File: src/rtl/piso_bit_tx.sv
// Parallel-in serial-out bit transmitter: shifts a WIDTH-bit word out on sout,
// holding each bit DIV cycles and strobing sen on the last cycle of each bit.
module piso_bit_tx #(
  parameter int WIDTH     = 8,
  parameter int DIV       = 4,
  parameter int LSB_FIRST = 1
) (
  input  logic             clk,
  input  logic             reset,
  input  logic             start,
  input  logic [WIDTH-1:0] din,
  output logic             sout,
  output logic             sen,
  output logic             busy,
  output logic             done
);

  localparam int TW = (DIV > 1) ? $clog2(DIV) : 1;
  localparam int BW = (WIDTH > 1) ? $clog2(WIDTH) : 1;
  localparam logic [TW-1:0] TICK_LAST = TW'(DIV - 1);
  localparam logic [BW-1:0] BIT_LAST  = BW'(WIDTH - 1);

  typedef enum logic [1:0] {
    IDLE  = 2'd0,
    SHIFT = 2'd1,
    DONE  = 2'd2
  } state_t;

  state_t           state;
  logic [WIDTH-1:0] shreg;
  logic [TW-1:0]    tick_cnt;
  logic [BW-1:0]    bit_cnt;
  logic             tick_last;

  // Advance the word by one bit position towards the output end, zero fill.
  function automatic logic [WIDTH-1:0] shift_next(input logic [WIDTH-1:0] v);
    if (LSB_FIRST != 0)
      return {1'b0, v[WIDTH-1:1]};
    else
      return {v[WIDTH-2:0], 1'b0};
  endfunction

  function automatic logic head_bit(input logic [WIDTH-1:0] v);
    if (LSB_FIRST != 0)
      return v[0];
    else
      return v[WIDTH-1];
  endfunction

  assign tick_last = (tick_cnt == TICK_LAST);

  always_ff @(posedge clk or posedge reset) begin
    if (reset) begin
      state    <= IDLE;
      shreg    <= '0;
      tick_cnt <= '0;
      bit_cnt  <= '0;
    end else begin
      case (state)
        IDLE: begin
          if (start) begin
            shreg    <= din;
            tick_cnt <= '0;
            bit_cnt  <= '0;
            state    <= SHIFT;
          end
        end
        SHIFT: begin
          if (tick_last) begin
            tick_cnt <= '0;
            if (bit_cnt == BIT_LAST) begin
              state <= DONE;
            end else begin
              shreg   <= shift_next(shreg);
              bit_cnt <= bit_cnt + BW'(1);
            end
          end else begin
            tick_cnt <= tick_cnt + TW'(1);
          end
        end
        DONE: begin
          state <= IDLE;
        end
        default: begin
          state <= IDLE;
        end
      endcase
    end
  end

  // Outputs decode only registered state, so reset clears them without a clock edge.
  assign busy = (state == SHIFT);
  assign done = (state == DONE);
  assign sout = busy & head_bit(shreg);
  assign sen  = busy & tick_last;

endmodule

File: config.mk
export PLATFORM = sky130hd
export DESIGN_NAME = piso_bit_tx
export DESIGN_NICKNAME = d
export VERILOG_FILES = /design/src/rtl/piso_bit_tx.sv
export SDC_FILE = /design/constraint.sdc
export NUM_CORES = 1
export LEC_CHECK = 0
export ABC_AREA = 1
export BUFFER_PORTS_ARGS = -buffer_cell sky130_fd_sc_hd__buf_2
export CAP_MARGIN = 20
export CORE_MARGIN = 2
export CORE_UTILIZATION = 57
export CTS_CLUSTER_DIAMETER = 80
export DETAILED_ROUTE_END_ITERATION = 8
export HOLD_SLACK_MARGIN = 0.08
export PLACE_DENSITY = 0.87
export SYNTH_ARGS = -nofsm -noshare
export SYNTH_HDL_FRONTEND = slang
export SYNTH_SLANG_ARGS = --single-unit
File: constraint.sdc
create_clock -name clk -period 4.4 [get_ports clk]
set_input_delay 0.44 -clock clk [delete_from_list [all_inputs] [get_ports clk]]
set_output_delay 0.44 -clock clk [all_outputs]
set_load 0.02 [all_outputs]
Word level (Yosys, flattened, before mapping)
Cells that the tools add are included.
{"block": "totals", "register_bits": 15, "in_bits": 11, "out_inout_bits": 4, "wordCells": 36}
{"block": "classes", "addsub": 2, "eq_ne": 8, "n_mux": 15, "bitwise": 2, "n_reduce_logical": 5}
{"operator": "$mux W8", "n": 3}
{"operator": "$pmux W8 S2", "n": 1}
{"operator": "$mux W2", "n": 5}
{"operator": "$mux W3", "n": 3}
{"operator": "$pmux W2 S2", "n": 2}
{"operator": "$pmux W3 S2", "n": 1}
{"operator": "$eq A2 B2 Y1 const B", "n": 2}
{"operator": "$ne A2 B1 Y1 const B", "n": 2}
{"operator": "$ne A2 B2 Y1 const B", "n": 2}
{"operator": "$reduce_and A4 Y1", "n": 1}
{"operator": "$add A3 B1 Y3 const B", "n": 1}
{"operator": "$eq A3 B3 Y1 const B", "n": 1}
{"operator": "$reduce_and A3 Y1", "n": 1}
{"operator": "$add A2 B1 Y2 const B", "n": 1}
{"operator": "$and A1 B1 Y1", "n": 2}
{"operator": "$eq A2 B1 Y1 const B", "n": 1}
{"operator": "$logic_not A2 Y1", "n": 1}
{"operator": "$reduce_and A2 Y1", "n": 1}
{"operator": "$reduce_bool A2 Y1", "n": 1}

Logic depth before layout (Yosys ltp)
Gate-level depths: netlist of the first run.
{"block": "logic_depth", "ltp_word": 4, "mapped_depth": 8, "depth_no_buf": 7}

Worst setup path after synthesis of the first run
No wires, ideal clock.
{"block": "synth_timing", "path_kind": "flip-flop to output port", "startpoint": "reg state[0]", "endpoint": "out sen", "arrival_ps": 1057, "required_time_ps": 3960, "setup_slack_ps": 2903, "path_stages_with_launch": 6, "path_buffers": 1, "cell_sequence": "dfrtp_1 > inv_2 > nor2_4 > inv_2 > buf_6 > nor2_1"}
{"block": "synth_via", "elab_chain_cells": 2}
{"element": "start: declaration", "line": "29", "rtl": "state_t state;"}
{"element": "start signal: assignment", "line": "54", "rtl": "state <= IDLE;"}
{"element": "start signal: assignment", "line": "65", "rtl": "state <= SHIFT;"}
{"element": "start signal: assignment", "line": "72", "rtl": "state <= DONE;"}
{"element": "$eq A2 B1 Y1", "line": "92", "rtl": "assign busy = (state == SHIFT);"}
{"element": "$and A1 B1 Y1", "line": "95", "rtl": "assign sen = busy & tick_last;"}
{"element": "end: declaration", "line": "13", "rtl": "output logic sen,"}
No other way between the ends.

Worst setup path in the final report of the first run
Same ends and word-level chain as after synthesis.

==> impl_metrics.yaml, run 1 <==
power:
  ir_drop_mv: 0.472
  fin_total_pwr_w: 0.000663
  cellPowerDensity_nw_per_um2: 723
  p_leak_nw: 0.554
die:
  die_y_um: 42.5
  core_region_area_um2: 1330
  dieArea_um2: 1800
  start_util: 0.632
  io_pins: 15
  rows: 13
  die_x_um: 42.5
global_route:
  grt_pass1_vias: 617
  overflow: 0
  antenna_found_initial: 0
  grt_usage: 0.204
  grt_pass1_wl_mm: 2.71
  grt_max_degree: 16
timing:
  relSlewSlack: 0.625
  setup_viol: 0
  timing.final.crit_share: 0.459
  drv_slew: 0
  rsz0062_at_grt: "no"
  fin_skew_ns: 0.00520
  clock.fmax_mhz: 495
  fin_hold_ws_ns: 0.177
  worstMarginPinSlew_ns: 0.562
  period_needed_ns: 2.02
  fin_setup_tns_ns: 0
  hold_viol_final: 0
routing:
  wl_per_cell_um: 11.6
  ant_nets: 0
  drtIter0Drc: 15
  first_pass_iters: 4
  drc: 0
  post_drt_via_cell_ratio: 5.06
  num_vias: 714
  routed_wl_mm: 1.63
finish:
  fill_cells: 113
  layout.nets: 141
  fin_area_um2: 917
  area_growth_pct: 8.75
  drive_above_1_share: 0.238
  insertedDiodeCount: 0
setup_path:
  worstPathArrival_ns: 1.58
  cp_max_fo: 13
  end_kind: "output pin"
  path_class: "flop to output pin"
  required_ns: 3.96
  critPathLaunchType: "flop"
logic_synthesis:
  yosysSeqAreaShare: 0.445
  synth_top_area_cell: "dfrtp_1"
  synth.avg_cell_area_um2: 7.53
  syn_inst: 112
  syn_nets: 126
  synth.area.top_cells: "dfrtp_1 45%, nand2_1 23%, nand2_2 5.2%"
  yosys_warnings: 0
  ys_ff_latch: 15
  syn_area_um2: 843
  yosys.area.top_type_share: 0.445
  synthDistinctLibCells: 16
place:
  post_dp_cell_area_um2: 891
  place.gp.congestion: 0.761
  io_buffers: 14
  hpwl_mm: 1.21
cts:
  clock_latency_ns: 0.30
  clock-sinks: 15
  cts_inserted_buffers: 3
  h-tree-depth: 1
  cts-root-buf: "clkbuf_4"
  cts.clk_slew.worst_paths_ns: 0.09
  clk_path_buf_depth: 2
  cts_tree: "done"
  cts_resized: 0
  post-cts-setup-buffers: 0
  postCtsHoldBufs: 0
hold_path:
  hold_path.class: "primary input to asynchronous set/reset pin"
run:
  cap_violations: 0
status:
  status: "completed"
kinds of logic (layout without fill, tap and decap cells):
logic type / after synthesis / in the layout / share of synthesized area
and+or+nand+nor: 72 / 72 / 0.369
buffers and inverters: 17 / 31 / 0.107
DFF: 15 / 15 / 0.445
AOI/OAI and AO/OA: 5 / 5 / 0.0341
adders and majority gates: 3 / 3 / 0.0445
stage by stage:
step	util	setup slack, ns	instances
2_1_floorplan	-	2.90	112
3_3_place_gp	0.668	2.70	137
3_5_place_dp	0.668	2.68	137
4_1_cts	0.688	2.37	141
5_1_grt	0.688	2.21	141
6_report	0.688	2.38	141
cells in the mapped netlist:
| library cell | n |
|---|---|
| ha_1 | 3 |
| buf_6 | 3 |
| o21ai_1 | 1 |
| nand3_1 | 2 |
| dfrtp_1 | 15 |
| nand3_2 | 1 |
| inv_2 | 3 |
| nand2_1 | 52 |
| buf_4 | 1 |
| nor2_4 | 2 |
| a21oi_1 | 1 |
| o21ai_0 | 2 |
| a22o_1 | 1 |
| inv_1 | 10 |
| nand2_2 | 7 |
| nor2_1 | 8 |
per-layer routing:
metal,vias up,GRT usage,share of wire
li1,361,-,-
met1,325,0.277,0.50
met2,24,0.305,0.42
met3,4,0.0647,0.058
met4,0,0.0750,0.022
met5,-,0,0
cell usage in the layout, fill, tap and decap left out, types with 2 or more instances in the layout:
cell type	count
nand3_1	2
nand2_1	52
nand2_2	7
clkbuf_4	3
ha_1	3
dfrtp_1	15
o21ai_0	2
nor2_1	8
inv_2	3
inv_1	10
nor2_4	2
buf_2	14
worst max-delay path, stage by stage, from the launching register on:
cell and delay [ns]:
dfrtp_1 0.46, inv_2 0.07, nor2_4 0.27, inv_2 0.20, nor2_1 0.12, buf_2 0.17
area by class of cell:
class,instances,area (um^2),area share
well taps,15,18.8,0.0205
inverters,13,48.8,0.0532
clock buffers,4,26.3,0.0286
repair buffers,14,70.1,0.0764
multi-input cells,80,378,0.412
flip-flops and latches,15,375,0.409
registers in the layout, indices dropped and copies added, names as in the netlist:
name / flops
tick_cnt: 2
state: 2
shreg: 8
bit_cnt: 3
where the power goes:
part | internal, W | switching (W) | total (W) | leakage (nW)
clock network | 0.0000354 | 0.0000480 | 0.0000833 | 0.0150
logic | 0.000109 | 0.000229 | 0.000338 | 0.347
registers | 0.000199 | 0.0000437 | 0.000242 | 0.191
total | 0.000343 | 0.000321 | 0.000663 | 0.554
final timing paths:
check	from	end	slack, ns	cells after the start
hold reg to reg	shreg[7]$_DFFE_PP0P_	shreg[7]$_DFFE_PP0P_	0.49	2
min in group clk	start	state[0]$_DFFE_PP0P_	0.38	3
setup / recovery	state[0]$_DFFE_PP0P_	sen	2.38	5
hold / removal	reset	shreg[3]$_DFFE_PP0P_	0.18	2
max in group asynchronous	reset	state[0]$_DFFE_PP0P_	3.85	2
setup reg to reg	bit_cnt[0]$_DFFE_PP0P_	shreg[4]$_DFFE_PP0P_	2.67	6
Note: power is estimated with default switching activity, not from simulation.
==> run 2: changes to the inputs <==
==> config.mk (replaced) <==
export PLATFORM = sky130hd
export DESIGN_NAME = piso_bit_tx
export DESIGN_NICKNAME = d
export VERILOG_FILES = /design/src/rtl/piso_bit_tx.sv
export SDC_FILE = /design/constraint.sdc
export NUM_CORES = 1
export LEC_CHECK = 0
export ABC_AREA = 0
export BUFFER_PORTS_ARGS = -buffer_cell sky130_fd_sc_hd__buf_2
export CAP_MARGIN = 20
export CORE_MARGIN = 2
export CORE_UTILIZATION = 47
export CTS_CLUSTER_DIAMETER = 80
export DETAILED_ROUTE_END_ITERATION = 8
export HOLD_SLACK_MARGIN = 0.08
export PLACE_DENSITY = 0.78
export SYNTH_ARGS = -nofsm -noshare
export SYNTH_HDL_FRONTEND = slang
export SYNTH_SLANG_ARGS = --single-unit
==> constraint.sdc (replaced) <==
create_clock -name clk -period 1.8 [get_ports clk]
set_input_delay 0.18 -clock clk [delete_from_list [all_inputs] [get_ports clk]]
set_output_delay 0.18 -clock clk [all_outputs]
set_load 0.02 [all_outputs]
==> impl_metrics.yaml, run 2 <==
setup_path:
  required_ns: 1.98
  cp_cell_sequence: "ha_1 -> ha_2 -> nand3b_1 -> a21oi_2 -> buf_6 -> mux2_2"
  end_kind: "flop"
  cp_max_fo: 6
  cpPeakStageDelay_ns: 0.41
  critPathLaunchType: "flop"
  worstPathArrival_ns: 1.93
  slowest_stage: "dfrtp_1"
  path_class: "flop to flop"
finish:
  insertedDiodeCount: 0
  fill_cells: 127
  utilization: 0.617
  final_common_cell: "dfrtp_1"
  final_cell_mix: "15 x dfrtp_1, 14 x buf_2, 9 x mux2_2"
  layout.nets: 97
  drive_above_1_share: 0.512
  area_growth_pct: 20.5
  largest_reg_flops: 8
  fin_area_um2: 941
  top_register: "shreg"
  top_regs: "shreg: 8 flops, bit_cnt: 3 flops"
routing:
  post_drt_via_cell_ratio: 5.18
  drc: 0
  wl_per_cell_um: 13.0
  first_pass_iters: 1
  routed_wl_mm: 1.27
  dr_wl_met3_um: 31
  num_vias: 508
  m1WireLength_um: 593
  wl_met2_um: 633
  ant_nets: 0
  drtIter0Drc: 0
  top_layer_used: "met4"
power:
  p_leak_nw: 0.480
  ir_drop_mv: 0.890
  cellPowerDensity_nw_per_um2: 1880
timing:
  setup_viol: 0
  clock.fmax_mhz: 570
  fin_skew_ns: 0.00885
  timing.final.crit_share: 0.975
  period_needed_ns: 1.76
  relSlewSlack: 0.631
  worstMarginPinSlew_ns: 0.553
  hold_viol_final: 0
  drv_slew: 0
die:
  start_util: 0.512
  core_region_area_um2: 1520
  io_pins: 15
  die_x_um: 44.8
  rows: 14
  dieArea_um2: 2000
  die_y_um: 44.8
global_route:
  grt_pass1_wl_mm: 2.13
  grt_max_degree: 16
  grt_usage: 0.153
  overflow: 0
  grt_pass1_vias: 495
  antenna_found_initial: 0
status:
  status: "completed"
logic_synthesis:
  synthDistinctLibCells: 22
  syn_nets: 74
  synth_edf_count: 0
  synth.area.top_cells: "dfrtp_1 48%, mux2_2 13%, mux2_4 12%"
  synth_commonest_cells: "15 x dfrtp_1, 9 x mux2_2, 6 x mux2_4, 4 x inv_1, 4 x nand2_1"
  synth_top_area_cell: "dfrtp_1"
  syn_area_um2: 781
  yosys_warnings: 0
  synth.avg_cell_area_um2: 13.0
  synth.most_common_cell: "dfrtp_1"
  ys_ff_latch: 15
  syn_inst: 60
  async_flop_share: 1.00
  yosysSeqAreaShare: 0.481
  synthFlopType: "dfrtp_1"
  yosys.area.top_type_share: 0.481
place:
  hpwl_um: 952
  place.gp.congestion: 0.720
  post_dp_cell_area_um2: 867
  io_buffers: 14
run:
  cap_violations: 0
hold_path:
  hold_path.class: "primary input to flop"
cts:
  h-tree-depth: 1
  cts_tree: "done"
  clk_path_buf_depth: 2
  clock-sinks: 15
  cts-root-buf: "clkbuf_4"
  clock_latency_ns: 0.28
  cts.clk_slew.worst_paths_ns: 0.10
  cts_inserted_buffers: 3
[run 2: worst paths after layout]
check | to | slack, ns | depth (start not counted) | startpoint
worst max-delay path | shreg[4]$_DFFE_PP0P_ | 0.04 | 6 | bit_cnt[0]$_DFFE_PP0P_
worst min-delay path | shreg[7]$_DFFE_PP0P_ | 0.12 | 3 | din[7]
worst max register to register | shreg[4]$_DFFE_PP0P_ | 0.04 | 6 | bit_cnt[0]$_DFFE_PP0P_
worst min register to register | tick_cnt[0]$_DFFE_PP0P_ | 0.50 | 1 | tick_cnt[0]$_DFFE_PP0P_
max in group asynchronous | state[0]$_DFFE_PP0P_ | 0.96 | 3 | reset
min in group asynchronous | shreg[5]$_DFFE_PP0P_ | 0.47 | 3 | reset
[run 2: worst max-delay path: cells and delay by family, from the launching register on]
family	cells	cell delay, ns
adder cells (fa/ha/maj)	2	0.39
AO/OA/AOI/OAI	1	0.21
flip-flops	1	0.41
multiplexers	1	0.33
buffers and inverters	1	0.15
AND/OR/NAND/NOR	1	0.16
[run 2: logic make-up (layout without fill, tap and decap cells)]
kind of cell / count (synthesis) / in the layout / synth area share
fa+ha+maj: 3 / 3 / 0.0481
simple gates: 12 / 12 / 0.0913
flops: 15 / 15 / 0.481
mux: 18 / 18 / 0.284
compound gates: 5 / 5 / 0.0449
buf+inv: 7 / 29 / 0.0513
[run 2: what timing repair did]
action / CTS / global route
setup buffers: 0 / 3
gates resized for setup: 0 / 4
endpoints found under the setup margin: 0 / 8
endpoints found under the hold margin: 15 / 0
hold buffers: 1 / 0
[run 2: final cells by class]
class	count	area, um^2	share of cell area
clock inverter	1	5.00	0.00532
inverter	5	21.3	0.0226
multi-input combinational	38	372	0.395
tap	16	20.0	0.0213
clock buffer	3	22.5	0.0239
timing repair buffer	20	125	0.133
sequential	15	375	0.399
[run 2: routing by layer]
metal,vias up,GRT usage
met4,0,0.109
met2,7,0.235
met5,-,0
met1,247,0.196
met3,2,0.0240
li1,252,-
[run 2: power by group]
| group | internal [W] | leakage [nW] | switching, W | total, W |
|---|---|---|---|---|
| logic | 0.000585 | 0.277 | 0.000409 | 0.000994 |
| registers | 0.000483 | 0.186 | 0.0000938 | 0.000577 |
| clock network | 0.0000825 | 0.0177 | 0.000111 | 0.000193 |
| total | 0.00115 | 0.480 | 0.000613 | 0.00176 |
[run 2: per-stage QoR]
step	power (W)	worst slack, ns	TNS (ns)	cells	hold WS (ns)
6_report	0.00176	0.0446	0	98	0.123
3_5_place_dp	0.00149	0.0287	0	90	0.252
4_1_cts	0.00169	0.0111	0	95	0.117
3_3_place_gp	0.00145	0.0680	0	90	0.257
5_1_grt	0.00191	-0.0360	-0.167	98	0.136
2_1_floorplan	0.00132	0.0505	0	60	0.0815
